===== config.mk =====
export PLATFORM = sky130hd
export DESIGN_NAME = key_debounce_multi_flat
export DESIGN_NICKNAME = d
export VERILOG_FILES = /design/src/rtl/key_debounce_pkg.sv /design/src/rtl/key_debounce_multi_if.sv /design/src/rtl/key_debounce_ch.sv /design/src/rtl/key_debounce_multi.sv /design/src/flat_wrapper.sv
export SDC_FILE = /design/constraint.sdc
export NUM_CORES = 1
export LEC_CHECK = 0
export ABC_AREA = 1
export BUFFER_PORTS_ARGS = -buffer_cell sky130_fd_sc_hd__buf_4
export CAP_MARGIN = 0
export CORE_ASPECT_RATIO = 1.25
export CORE_MARGIN = 3
export CORE_UTILIZATION = 23
export CTS_CLUSTER_SIZE = 10
export DETAILED_ROUTE_END_ITERATION = 16
export PLACE_DENSITY = 0.45
export SLEW_MARGIN = 15
export SYNTH_ARGS = -nofsm -noshare
export SYNTH_HDL_FRONTEND = slang
export SYNTH_SLANG_ARGS = --single-unit
export TNS_END_PERCENT = 1

===== constraint.sdc =====
create_clock -name clk -period 3.3 [get_ports clk]
set_input_delay 0.33 -clock clk [delete_from_list [all_inputs] [get_ports clk]]
set_output_delay 0.33 -clock clk [all_outputs]
set_load 0.01 [all_outputs]

===== src/rtl/key_debounce_pkg.sv =====
// Shared constants for the multi-channel key debouncer: state encoding and
// default 50 MHz timing values.
package key_debounce_pkg;

    localparam logic [0:0] ST_REL = 1'b0;
    localparam logic [0:0] ST_PRS = 1'b1;

    localparam int unsigned DEB_20MS = 999_999;
    localparam int unsigned LONG_1S  = 49_999_999;

    // Counter width able to hold 0..max_val; never narrower than one bit.
    function automatic int unsigned cnt_width(input int unsigned max_val);
        return (max_val == 0) ? 1 : $clog2(max_val + 1);
    endfunction

endpackage


===== src/rtl/key_debounce_multi_if.sv =====
// Key bundle between board pins and control logic. There is no valid/ready
// handshake: key_in is a raw level, key_level a level, press/release/long are
// single-cycle pulses the consumer must sample on every clock.
interface key_debounce_multi_if #(
    parameter int unsigned NUM_KEYS = 4
);

    logic [NUM_KEYS-1:0] key_in;
    logic [NUM_KEYS-1:0] key_level;
    logic [NUM_KEYS-1:0] key_press;
    logic [NUM_KEYS-1:0] key_release;
    logic [NUM_KEYS-1:0] key_long;

    modport master (
        output key_in,
        input  key_level, key_press, key_release, key_long
    );

    modport slave (
        input  key_in,
        output key_level, key_press, key_release, key_long
    );

endinterface


===== src/rtl/key_debounce_ch.sv =====
// One debounce channel: 2-FF synchroniser, REL/PRS state machine with stable
// counter, registered pulses. Long-press detection built only with KEY_LONG_PRESS_EN.
module key_debounce_ch
    import key_debounce_pkg::*;
#(
    parameter int unsigned ACTIVE_LOW = 1,
    parameter int unsigned CNT_MAX    = DEB_20MS,
    parameter int unsigned LONG_MAX   = LONG_1S
) (
    input  logic       clk,
    input  logic       rst,
    input  logic       key_in,
    output logic       key_level,
    output logic       key_press,
    output logic       key_release,
    output logic       key_long,
    output logic [0:0] state_dbg
);

    localparam int unsigned CNT_W   = cnt_width(CNT_MAX);
    localparam logic        REL_LVL = (ACTIVE_LOW != 0);

    logic             sync1;
    logic             sync2;
    logic             s;
    logic [0:0]       state;
    logic [CNT_W-1:0] cnt;

    // Normalised sample: 1 = pressed regardless of pin polarity.
    assign s = sync2 ^ REL_LVL;

    always_ff @(posedge clk) begin
        if (rst) begin
            sync1       <= REL_LVL;
            sync2       <= REL_LVL;
            state       <= ST_REL;
            cnt         <= '0;
            key_press   <= 1'b0;
            key_release <= 1'b0;
        end else begin
            sync1       <= key_in;
            sync2       <= sync1;
            key_press   <= 1'b0;
            key_release <= 1'b0;
            if (s == state[0]) begin
                cnt <= '0;
            end else if (cnt == CNT_W'(CNT_MAX)) begin
                cnt         <= '0;
                state       <= ~state;
                key_press   <= (state == ST_REL);
                key_release <= (state == ST_PRS);
            end else begin
                cnt <= cnt + CNT_W'(1);
            end
        end
    end

    assign key_level = (state == ST_PRS);
    assign state_dbg = state;

`ifdef KEY_LONG_PRESS_EN
    localparam int unsigned LONG_W = cnt_width(LONG_MAX);

    logic [LONG_W-1:0] lc;
    logic              long_done;
    logic              long_r;

    // long_done blocks a repeat pulse while the key stays held past LONG_MAX.
    always_ff @(posedge clk) begin
        if (rst || state == ST_REL) begin
            lc        <= '0;
            long_done <= 1'b0;
            long_r    <= 1'b0;
        end else begin
            long_r <= 1'b0;
            if (lc != LONG_W'(LONG_MAX)) begin
                lc <= lc + LONG_W'(1);
            end else if (!long_done) begin
                long_r    <= 1'b1;
                long_done <= 1'b1;
            end
        end
    end

    assign key_long = long_r;
`else
    assign key_long = 1'b0;
`endif

endmodule


===== src/rtl/key_debounce_multi.sv =====
// N-channel key debouncer top: NUM_KEYS independent key_debounce_ch instances.
// Define KEY_LONG_PRESS_EN to enable the per-channel long-press pulse.
module key_debounce_multi
    import key_debounce_pkg::*;
#(
    parameter int unsigned NUM_KEYS   = 4,
    parameter int unsigned ACTIVE_LOW = 1,
    parameter int unsigned CNT_MAX    = DEB_20MS,
    parameter int unsigned LONG_MAX   = LONG_1S
) (
    input  logic                clk,
    input  logic                rst,
    key_debounce_multi_if.slave bus,
    output logic [NUM_KEYS-1:0] state_dbg
);

    for (genvar i = 0; i < NUM_KEYS; i++) begin : g_ch
        key_debounce_ch #(
            .ACTIVE_LOW (ACTIVE_LOW),
            .CNT_MAX    (CNT_MAX),
            .LONG_MAX   (LONG_MAX)
        ) u_ch (
            .clk         (clk),
            .rst         (rst),
            .key_in      (bus.key_in[i]),
            .key_level   (bus.key_level[i]),
            .key_press   (bus.key_press[i]),
            .key_release (bus.key_release[i]),
            .key_long    (bus.key_long[i]),
            .state_dbg   (state_dbg[i:i])
        );
    end

endmodule


===== src/flat_wrapper.sv =====
// flat-port wrapper written by rule: the top's interface ports become plain ports
module key_debounce_multi_flat import key_debounce_pkg::*;
#(
    parameter int unsigned NUM_KEYS   = 4,
    parameter int unsigned ACTIVE_LOW = 1,
    parameter int unsigned CNT_MAX    = DEB_20MS,
    parameter int unsigned LONG_MAX   = LONG_1S
)
  (clk, rst, state_dbg, bus_key_in, bus_key_level, bus_key_press, bus_key_release, bus_key_long);
  key_debounce_multi_if #(.NUM_KEYS(NUM_KEYS)) bus_i ();
  input  logic clk;
  input  logic rst;
  output logic [NUM_KEYS-1:0] state_dbg;
  input wire logic [$bits(bus_i.key_in)-1:0] bus_key_in;
  output wire logic [$bits(bus_i.key_level)-1:0] bus_key_level;
  output wire logic [$bits(bus_i.key_press)-1:0] bus_key_press;
  output wire logic [$bits(bus_i.key_release)-1:0] bus_key_release;
  output wire logic [$bits(bus_i.key_long)-1:0] bus_key_long;
  assign bus_i.key_in = bus_key_in;
  assign bus_key_level = bus_i.key_level;
  assign bus_key_press = bus_i.key_press;
  assign bus_key_release = bus_i.key_release;
  assign bus_key_long = bus_i.key_long;
  key_debounce_multi #(.NUM_KEYS(NUM_KEYS), .ACTIVE_LOW(ACTIVE_LOW), .CNT_MAX(CNT_MAX), .LONG_MAX(LONG_MAX)) u_core (.clk(clk), .rst(rst), .bus(bus_i), .state_dbg(state_dbg));
endmodule

==> metrics.txt, run 1 <==
# TYPE chip_impl_metric gauge
chip_impl_metric{name="slew-limit-headroom",unit=""} 0.506
chip_impl_metric{name="netlist_area",unit="mm²"} 0.00505
chip_impl_info{name="cp-start-kind",value="flop"} 1
chip_impl_metric{name="finalSetupTns",unit="ns"} 0
chip_impl_metric{name="yosys-mux-area-fraction",unit=""} 0
chip_impl_metric{name="fraction_of_final_layout_cells_with_drive_strength_greater_than_1",unit=""} 0.0928
chip_impl_metric{name="antenna_cells_inserted",unit=""} 0
chip_impl_metric{name="worstPathBufferInverterCount",unit=""} 1
chip_impl_info{name="path_cells",value="ha_1 > nand2_1 > inv_1 > nand2_1 > nor2_1 > nand3_2 > nand2_1 > nor2_1"} 1
chip_impl_metric{name="placeableCoreArea",unit="mm²"} 0.0215
chip_impl_metric{name="final-max-slew-violation-count",unit=""} 0
chip_impl_metric{name="cpPeakStageDelay",unit="ns"} 0.57
chip_impl_info{name="worst_path_most_repeated_cell",value="sky130_fd_sc_hd__nand2_1"} 1
chip_impl_info{name="mostFrequentLayoutCell",value="sky130_fd_sc_hd__nand2_1"} 1
chip_impl_metric{name="grtUsageTotal",unit=""} 0.0982
chip_impl_info{name="main_combinational_cell_family_by_area_after_synthesis",value="simple AND/OR/NAND/NOR gates"} 1
chip_impl_info{name="worst_r2r_endpoint",value="u_core.g_ch[1].u_ch.cnt[12]"} 1
chip_impl_metric{name="fillerInstances",unit=""} 2374
chip_impl_metric{name="route.detailed.vias_per_inst",unit=""} 4.12
chip_impl_metric{name="cts_htree_levels",unit=""} 3
chip_impl_info{name="hold_end",value="u_core.g_ch[2].u_ch.sync1"} 1
chip_impl_metric{name="finalWirelength",unit="µm"} 11300
chip_impl_metric{name="power-per-cell-area",unit="mW/mm²"} 437
chip_impl_metric{name="cts.sink_count",unit=""} 100
chip_impl_info{name="worst-setup-path-type",value="flop to flop"} 1
chip_impl_metric{name="leakagePower",unit="nW"} 1.74
chip_impl_info{name="final_cell_mix",value="sky130_fd_sc_hd__nand2_1, sky130_fd_sc_hd__nor2_1, sky130_fd_sc_hd__dfxtp_1"} 1
chip_impl_metric{name="syn-mean-instance-area",unit="µm²"} 6.80
chip_impl_metric{name="final_min_period_over_clock_period",unit=""} 0.586
chip_impl_metric{name="flow.area_growth_from_synthesis",unit="%"} 12.7
chip_impl_info{name="cts_root_buffer",value="sky130_fd_sc_hd__clkbuf_16"} 1
chip_impl_metric{name="period_needed",unit="ns"} 1.93
chip_impl_info{name="critPathTopFamily",value="simple AND/OR/NAND/NOR gates"} 1
chip_impl_metric{name="routed-via-count",unit=""} 4261
chip_impl_metric{name="timing.critical_path.arrival",unit="ns"} 2.15
chip_impl_info{name="cp-end-kind",value="flop"} 1
chip_impl_metric{name="grt_pass1_vias",unit=""} 4110
chip_impl_info{name="timing.hold.worst.class",value="primary input to flop"} 1
chip_impl_metric{name="synthXorXnorAreaFrac",unit=""} 0.0451
chip_impl_metric{name="irDropWorstVdd",unit="µV"} 262
chip_impl_metric{name="hold_buffers",unit=""} 0
chip_impl_metric{name="post_drt_wl_per_cell",unit="µm"} 10.9
chip_impl_metric{name="grt-ovfl-total",unit=""} 0
chip_impl_metric{name="timing.final.setup_violations",unit=""} 0
chip_impl_metric{name="r2r_cells",unit=""} 8
chip_impl_info{name="timing.hold.worst.start",value="bus_key_in[2]"} 1
chip_impl_metric{name="adder_cell_area_share_of_the_yosys_netlist",unit=""} 0.00991
chip_impl_metric{name="cts-buffers-inserted",unit=""} 9
chip_impl_metric{name="ys.warnings.count",unit=""} 0
chip_impl_metric{name="layout.nets",unit=""} 759
chip_impl_metric{name="finalClockSkew",unit="ns"} 0.00802
chip_impl_metric{name="tightestPinTransition",unit="ns"} 0.739
chip_impl_info{name="cpMaxStageDelayCell",value="sky130_fd_sc_hd__nand2_1"} 1
chip_impl_metric{name="height_of_the_die",unit="µm"} 172
chip_impl_metric{name="simple_gate_fraction_of_synth_area",unit=""} 0.397
chip_impl_metric{name="port_buffers",unit=""} 21
chip_impl_metric{name="clk_pin_slew_worst_paths",unit="ns"} 0.07
chip_impl_metric{name="syn_inst",unit=""} 742
chip_impl_metric{name="yosysSeqAreaShare",unit=""} 0.397
chip_impl_metric{name="post_cts.resized_instances",unit=""} 0
chip_impl_metric{name="worst-path-max-fanout",unit=""} 20
chip_impl_metric{name="place_hpwl",unit="µm"} 8360
chip_impl_info{name="outcome",value="completed"} 1
chip_impl_metric{name="postCtsSetupBuffers",unit=""} 0
chip_impl_metric{name="gp_routability_congestion",unit=""} 0.791
chip_impl_metric{name="synth_compound_area_frac",unit=""} 0.0565
chip_impl_metric{name="fin_util",unit=""} 0.264
chip_impl_info{name="rsz0062_at_grt",value="false"} 1
chip_impl_metric{name="ys_ff_latch",unit=""} 100
chip_impl_metric{name="max_freq",unit="MHz"} 517
chip_impl_metric{name="drc",unit=""} 0
chip_impl_metric{name="drtIter0Drc",unit=""} 247
chip_impl_metric{name="ant_nets",unit=""} 0
chip_impl_metric{name="clock_latency",unit="ns"} 0.35
chip_impl_metric{name="grt_start_max_net_pins",unit=""} 21
chip_impl_metric{name="post_synth_num_cell_types",unit=""} 28
chip_impl_metric{name="die-area",unit="mm²"} 0.0238
chip_impl_metric{name="max-clock-path-buffers",unit=""} 2
chip_impl_info{name="critical_path.reg2reg.startpoint",value="u_core.g_ch[1].u_ch.cnt[0]"} 1
chip_impl_info{name="cts_tree",value="built"} 1
chip_impl_metric{name="first_pass_grt_wire_length",unit="µm"} 19200
chip_impl_metric{name="flop2flop_setup_slack",unit="ns"} 1.37
chip_impl_metric{name="timing.hold.worst_path_depth",unit=""} 2
chip_impl_metric{name="initial_utilization",unit=""} 0.234
chip_impl_metric{name="finalHoldViolCount",unit=""} 0
chip_impl_metric{name="initial_antenna_violation_count",unit=""} 0
chip_impl_metric{name="critPathRequiredTime",unit="ns"} 3.52
chip_impl_metric{name="timing.max_cap.violations",unit=""} 0
chip_impl_metric{name="ioPinCount",unit=""} 26
chip_impl_metric{name="die_width",unit="µm"} 139
chip_impl_metric{name="drt-pass1-iter-count",unit=""} 5
chip_impl_metric{name="placementRows",unit=""} 60
==> per-stage QoR <==
step | std cells | worst slack, ns | instance area (µm²) | hold slack [ns] | power (mW)
2_1_floorplan | 745 | 1.90 | 5060 | 0.389 | 1.27
3_3_place_gp | 1017 | 1.35 | 5340 | 0.406 | 1.27
3_5_place_dp | 1017 | 1.33 | 5340 | 0.413 | 1.27
4_1_cts | 1033 | 1.35 | 5690 | 0.138 | 2.54
5_1_grt | 1033 | 1.17 | 5690 | 0.141 | 2.58
6_report | 1033 | 1.37 | 5690 | 0.157 | 2.49
==> synthesized netlist by cell type <==
master / number / area (µm²)
sky130_fd_sc_hd__nand2_1: 186 / 698
sky130_fd_sc_hd__nor2_1: 167 / 627
sky130_fd_sc_hd__dfxtp_1: 100 / 2000
sky130_fd_sc_hd__inv_1: 66 / 248
sky130_fd_sc_hd__a21oi_1: 40 / 200
sky130_fd_sc_hd__nand3_1: 35 / 175
sky130_fd_sc_hd__buf_4: 24 / 180
sky130_fd_sc_hd__nand4_1: 23 / 144
sky130_fd_sc_hd__xor2_1: 14 / 123
sky130_fd_sc_hd__o21ai_0: 12 / 60.1
sky130_fd_sc_hd__or2_2: 12 / 75.1
sky130_fd_sc_hd__xnor2_1: 12 / 105
sky130_fd_sc_hd__nor3_1: 10 / 50.1
sky130_fd_sc_hd__or2_0: 6 / 37.5
sky130_fd_sc_hd__nand3_2: 5 / 50.1
sky130_fd_sc_hd__nor2_2: 5 / 31.3
sky130_fd_sc_hd__buf_6: 4 / 45.0
sky130_fd_sc_hd__ha_1: 4 / 50.1
sky130_fd_sc_hd__nor2_4: 4 / 45.0
sky130_fd_sc_hd__nand2_2: 3 / 18.8
sky130_fd_sc_hd__nand3b_1: 3 / 22.5
sky130_fd_sc_hd__a21oi_2: 1 / 8.76
sky130_fd_sc_hd__conb_1: 1 / 3.75
sky130_fd_sc_hd__inv_2: 1 / 3.75
sky130_fd_sc_hd__nand2_4: 1 / 11.3
sky130_fd_sc_hd__nand3_4: 1 / 17.5
sky130_fd_sc_hd__o21ai_2: 1 / 8.76
sky130_fd_sc_hd__o21bai_1: 1 / 7.51
==> area by class of cell <==
cell class	instances	area (µm²)	share of cell area
inverter	67	251	0.0442
sequential	100	2000	0.352
clock inverter	5	108	0.0189
timing repair buffer	21	158	0.0277
multi-input combinational	550	2580	0.454
tap	279	349	0.0613
clock buffer	11	243	0.0426
==> sequential cells by signal, indices dropped and copies added, names as in the netlist <==
signal                        count
u_core.g_ch.u_ch.cnt             80
u_core.g_ch.u_ch.key_level        4
u_core.g_ch.u_ch.sync2            4
u_core.g_ch.u_ch.key_release      4
u_core.g_ch.u_ch.sync1            4
u_core.g_ch.u_ch.key_press        4
==> worst max path at each step <==
stage | startpoint | end | slack (ns) | depth (start not counted)
2_1_floorplan | u_core.g_ch[0].u_ch.cnt[0] | u_core.g_ch[0].u_ch.cnt[19] | 1.90 | 7
3_3_place_gp | u_core.g_ch[1].u_ch.cnt[0] | u_core.g_ch[1].u_ch.cnt[9] | 1.35 | 8
3_5_place_dp | u_core.g_ch[1].u_ch.cnt[0] | u_core.g_ch[1].u_ch.cnt[12] | 1.33 | 8
4_1_cts | u_core.g_ch[1].u_ch.cnt[0] | u_core.g_ch[1].u_ch.cnt[16] | 1.35 | 8
5_1_grt | u_core.g_ch[1].u_ch.cnt[0] | u_core.g_ch[1].u_ch.cnt[16] | 1.17 | 8
6_report | u_core.g_ch[1].u_ch.cnt[0] | u_core.g_ch[1].u_ch.cnt[12] | 1.37 | 8
==> cells by family (layout without fill, tap and decap cells) <==
| group | Yosys count | after routing |
|---|---|---|
| other | 1 | 4 |
| buffers and inverters | 95 | 104 |
| XOR/XNOR | 26 | 26 |
| flip-flops | 100 | 100 |
| AO/OA/AOI/OAI | 55 | 55 |
| adder cells (fa/ha/maj) | 4 | 4 |
| AND/OR/NAND/NOR | 461 | 461 |
==> where the power goes <==
| part | switching (mW) | leakage (nW) | internal [mW] | total [mW] |
|---|---|---|---|---|
| sequential | 0.00330 | 0.807 | 1.21 | 1.22 |
| combinational | 0.0182 | 0.759 | 0.00940 | 0.0276 |
| clock | 0.479 | 0.170 | 0.767 | 1.25 |
| total | 0.500 | 1.74 | 1.99 | 2.49 |
==> layer usage <==
metal  global-route usage  wire (µm)  part of all wire  vias to the layer above
li1                     -          -                 -                     2319
met1                0.116       5300              0.47                     1864
met2                0.169       5370              0.48                       57
met3               0.0172        289             0.026                       21
met4               0.0550        327             0.029                        0
met5                    0          0                 0                        -
(Power assumes the default switching activity.)
==> inputs of run 2 (changes only) <==
--- a/config.mk
+++ b/config.mk
@@ -13,7 +13,7 @@
 export CORE_UTILIZATION = 23
 export CTS_CLUSTER_SIZE = 10
 export DETAILED_ROUTE_END_ITERATION = 16
-export PLACE_DENSITY = 0.45
+export PLACE_DENSITY = 0.46
 export SLEW_MARGIN = 15
 export SYNTH_ARGS = -nofsm -noshare
 export SYNTH_HDL_FRONTEND = slang
==> constraint.sdc (replaced) <==
create_clock -name clk -period 1.6 [get_ports clk]
set_input_delay 0.16 -clock clk [delete_from_list [all_inputs] [get_ports clk]]
set_output_delay 0.16 -clock clk [all_outputs]
set_load 0.01 [all_outputs]
==> run 2 against run 1 <==
Compared with the run above: count of clock-buffer cells in the layout is 1 lower; register-to-register slack worse by 1.2 ns; worst setup slack worse by 1.2 ns; non-clock buffer count is 21 higher; clock power is 100% higher.
==> metrics.txt, run 2 (synthesis results as in run 1) <==
# TYPE chip_impl_metric gauge
chip_impl_metric{name="drt-pass1-iter-count",unit=""} 4
chip_impl_metric{name="flop2flop_setup_slack",unit="ns"} 0.12
chip_impl_info{name="timing.hold.worst.class",value="primary input to flop"} 1
chip_impl_info{name="cts_root_buffer",value="sky130_fd_sc_hd__clkbuf_16"} 1
chip_impl_metric{name="critPathRequiredTime",unit="ns"} 1.84
chip_impl_info{name="worst-setup-path-type",value="flop to flop"} 1
chip_impl_metric{name="fraction_of_final_layout_cells_with_drive_strength_greater_than_1",unit=""} 0.124
chip_impl_metric{name="final_min_period_over_clock_period",unit=""} 0.925
chip_impl_metric{name="gp_routability_congestion",unit=""} 0.780
chip_impl_info{name="cp-end-kind",value="flop"} 1
chip_impl_metric{name="drc",unit=""} 0
chip_impl_metric{name="routed-via-count",unit=""} 4380
chip_impl_metric{name="flow.area_growth_from_synthesis",unit="%"} 17.5
chip_impl_info{name="final_cell_mix",value="sky130_fd_sc_hd__nand2_1, sky130_fd_sc_hd__nor2_1, sky130_fd_sc_hd__dfxtp_1"} 1
chip_impl_metric{name="ant_nets",unit=""} 0
chip_impl_metric{name="grt_start_max_net_pins",unit=""} 21
chip_impl_metric{name="timing.max_cap.violations",unit=""} 0
chip_impl_metric{name="drt-met1-wl",unit="µm"} 5530
chip_impl_metric{name="die_width",unit="µm"} 139
chip_impl_info{name="worst_r2r_endpoint",value="u_core.g_ch[2].u_ch.cnt[3]"} 1
chip_impl_metric{name="die-area",unit="mm²"} 0.0238
chip_impl_metric{name="period_needed",unit="ns"} 1.48
chip_impl_metric{name="grt-ovfl-total",unit=""} 0
chip_impl_metric{name="dp_worst_setup_slack",unit="ns"} 0.0743
chip_impl_metric{name="timing.hold.worst_path_depth",unit=""} 2
chip_impl_metric{name="largest_register_ffs",unit=""} 80
chip_impl_metric{name="finalSetupTns",unit="ns"} 0
chip_impl_info{name="critical_path.reg2reg.startpoint",value="u_core.g_ch[2].u_ch.cnt[0]"} 1
chip_impl_metric{name="layout.nets",unit=""} 783
chip_impl_metric{name="placeableCoreArea",unit="mm²"} 0.0215
chip_impl_metric{name="worst-path-max-fanout",unit=""} 6
chip_impl_metric{name="met3WireLength",unit="µm"} 274
chip_impl_metric{name="irDropWorstVdd",unit="µV"} 488
chip_impl_metric{name="post_drt_wl_per_cell",unit="µm"} 10.9
chip_impl_metric{name="power-per-cell-area",unit="mW/mm²"} 863
chip_impl_metric{name="tightestPinTransition",unit="ns"} 0.519
chip_impl_metric{name="clk_pin_slew_worst_paths",unit="ns"} 0.07
chip_impl_info{name="largest_register",value="u_core.g_ch.u_ch.cnt"} 1
chip_impl_metric{name="max_freq",unit="MHz"} 676
chip_impl_metric{name="ioPinCount",unit=""} 26
chip_impl_metric{name="layout_setup_ws",unit="ns"} 0.120
chip_impl_metric{name="clock_latency",unit="ns"} 0.35
chip_impl_metric{name="initial_antenna_violation_count",unit=""} 0
chip_impl_metric{name="leakagePower",unit="nW"} 1.86
chip_impl_metric{name="cts-buffers-inserted",unit=""} 9
chip_impl_info{name="cts_tree",value="built"} 1
chip_impl_metric{name="cts_htree_levels",unit=""} 3
chip_impl_info{name="highest_layer",value="met4"} 1
chip_impl_metric{name="place_hpwl",unit="µm"} 8580
chip_impl_metric{name="route.detailed.vias_per_inst",unit=""} 4.15
chip_impl_metric{name="timing.critical_path.arrival",unit="ns"} 1.72
chip_impl_info{name="outcome",value="completed"} 1
chip_impl_metric{name="placementRows",unit=""} 60
chip_impl_metric{name="grt_pass1_vias",unit=""} 4226
chip_impl_metric{name="drtIter0Drc",unit=""} 204
chip_impl_metric{name="r2r_cells",unit=""} 8
chip_impl_info{name="hold_end",value="u_core.g_ch[2].u_ch.sync1"} 1
chip_impl_metric{name="antenna_cells_inserted",unit=""} 0
chip_impl_metric{name="max-clock-path-buffers",unit=""} 2
chip_impl_metric{name="routed-wl-met2",unit="µm"} 5500
chip_impl_metric{name="grtUsageTotal",unit=""} 0.0994
chip_impl_info{name="timing.hold.worst.start",value="rst"} 1
chip_impl_metric{name="fillerInstances",unit=""} 2374
chip_impl_info{name="mostFrequentLayoutCell",value="sky130_fd_sc_hd__nand2_1"} 1
chip_impl_info{name="cp-start-kind",value="flop"} 1
chip_impl_metric{name="first_pass_grt_wire_length",unit="µm"} 19500
chip_impl_metric{name="cts.sink_count",unit=""} 100
chip_impl_metric{name="slew-limit-headroom",unit=""} 0.654
chip_impl_metric{name="finalWirelength",unit="µm"} 11500
chip_impl_metric{name="port_buffers",unit=""} 21
chip_impl_metric{name="height_of_the_die",unit="µm"} 172
chip_impl_metric{name="timing.final.setup_violations",unit=""} 0
chip_impl_metric{name="finalClockSkew",unit="ns"} 0.00772
chip_impl_metric{name="final-max-slew-violation-count",unit=""} 0
chip_impl_metric{name="finalHoldViolCount",unit=""} 0
chip_impl_metric{name="initial_utilization",unit=""} 0.234
chip_impl_info{name="rsz0062_at_grt",value="false"} 1
[run 2: cell types whose count changed in the layout (fill, tap and decap cells not counted), moves of 4 or more]
cell                            change
sky130_fd_sc_hd__buf_4             +14
sky130_fd_sc_hd__dlygate4sd3_1      +4
sky130_fd_sc_hd__nor2_1             -4
sky130_fd_sc_hd__nor2_2             +4
[run 2: metrics by stage]
step	power [mW]	utilization	area, µm²	instances	hold slack, ns
after global routing	5.29	0.275	5930	1056	0.0712
final	5.12	0.275	5930	1056	0.0716
after floorplan	2.61	-	5060	745	0.264
after CTS	5.21	0.273	5870	1053	0.0580
after detailed placement	2.64	0.255	5490	1034	0.349
after global placement	2.64	0.255	5490	1034	0.347
[run 2: worst max-delay path: stages, from the launching register on]
cell and delay (ns):
sky130_fd_sc_hd__dfxtp_1 0.36, sky130_fd_sc_hd__ha_1 0.22, sky130_fd_sc_hd__nand2_1 0.10, sky130_fd_sc_hd__inv_1 0.09, sky130_fd_sc_hd__nand2_2 0.08, sky130_fd_sc_hd__nor2_2 0.13
sky130_fd_sc_hd__nand3_4 0.16, sky130_fd_sc_hd__nand2_2 0.17, sky130_fd_sc_hd__a21oi_1 0.05
[run 2: repair_timing]
item | 4_1_cts | 5_1_grt
setup endpoints to repair | 0 | 39
resized for setup | 0 | 10
hold buffers | 4 | 0
setup buffers | 0 | 0
hold endpoints to repair | 4 | 0
[run 2: final cells by class]
cell class | count | area, µm² | area share
Clock buffer | 10 | 239 | 0.0403
Clock inverter | 5 | 100 | 0.0169
Inverter | 67 | 251 | 0.0424
Multi-Input combinational cell | 553 | 2640 | 0.444
Sequential cell | 100 | 2000 | 0.338
Tap cell | 279 | 349 | 0.0589
Timing Repair Buffer | 42 | 354 | 0.0597
[run 2: how the worst max path moves through the flow]
stage,cells past startpoint,end,from
after floorplan,7,u_core.g_ch[0].u_ch.cnt[19],u_core.g_ch[0].u_ch.cnt[0]
after global placement,8,u_core.g_ch[2].u_ch.cnt[17],u_core.g_ch[2].u_ch.cnt[0]
after detailed placement,8,u_core.g_ch[2].u_ch.cnt[12],u_core.g_ch[2].u_ch.cnt[0]
after CTS,8,u_core.g_ch[2].u_ch.cnt[6],u_core.g_ch[2].u_ch.cnt[0]
after global routing,7,u_core.g_ch[2].u_ch.key_release,u_core.g_ch[2].u_ch.cnt[0]
final,8,u_core.g_ch[2].u_ch.cnt[3],u_core.g_ch[2].u_ch.cnt[0]
[run 2: layer usage]
| metal | track usage | up-vias |
|---|---|---|
| li1 | - | 2381 |
| met5 | 0 | - |
| met3 | 0.0175 | 14 |
| met4 | 0.0443 | 0 |
| met1 | 0.119 | 1945 |
| met2 | 0.175 | 40 |
[run 2: report_power, final]
part,total [mW],switching [mW],internal [mW]
clock,2.53,0.969,1.56
sequential,2.50,0.00509,2.50
combinational,0.0851,0.0484,0.0367
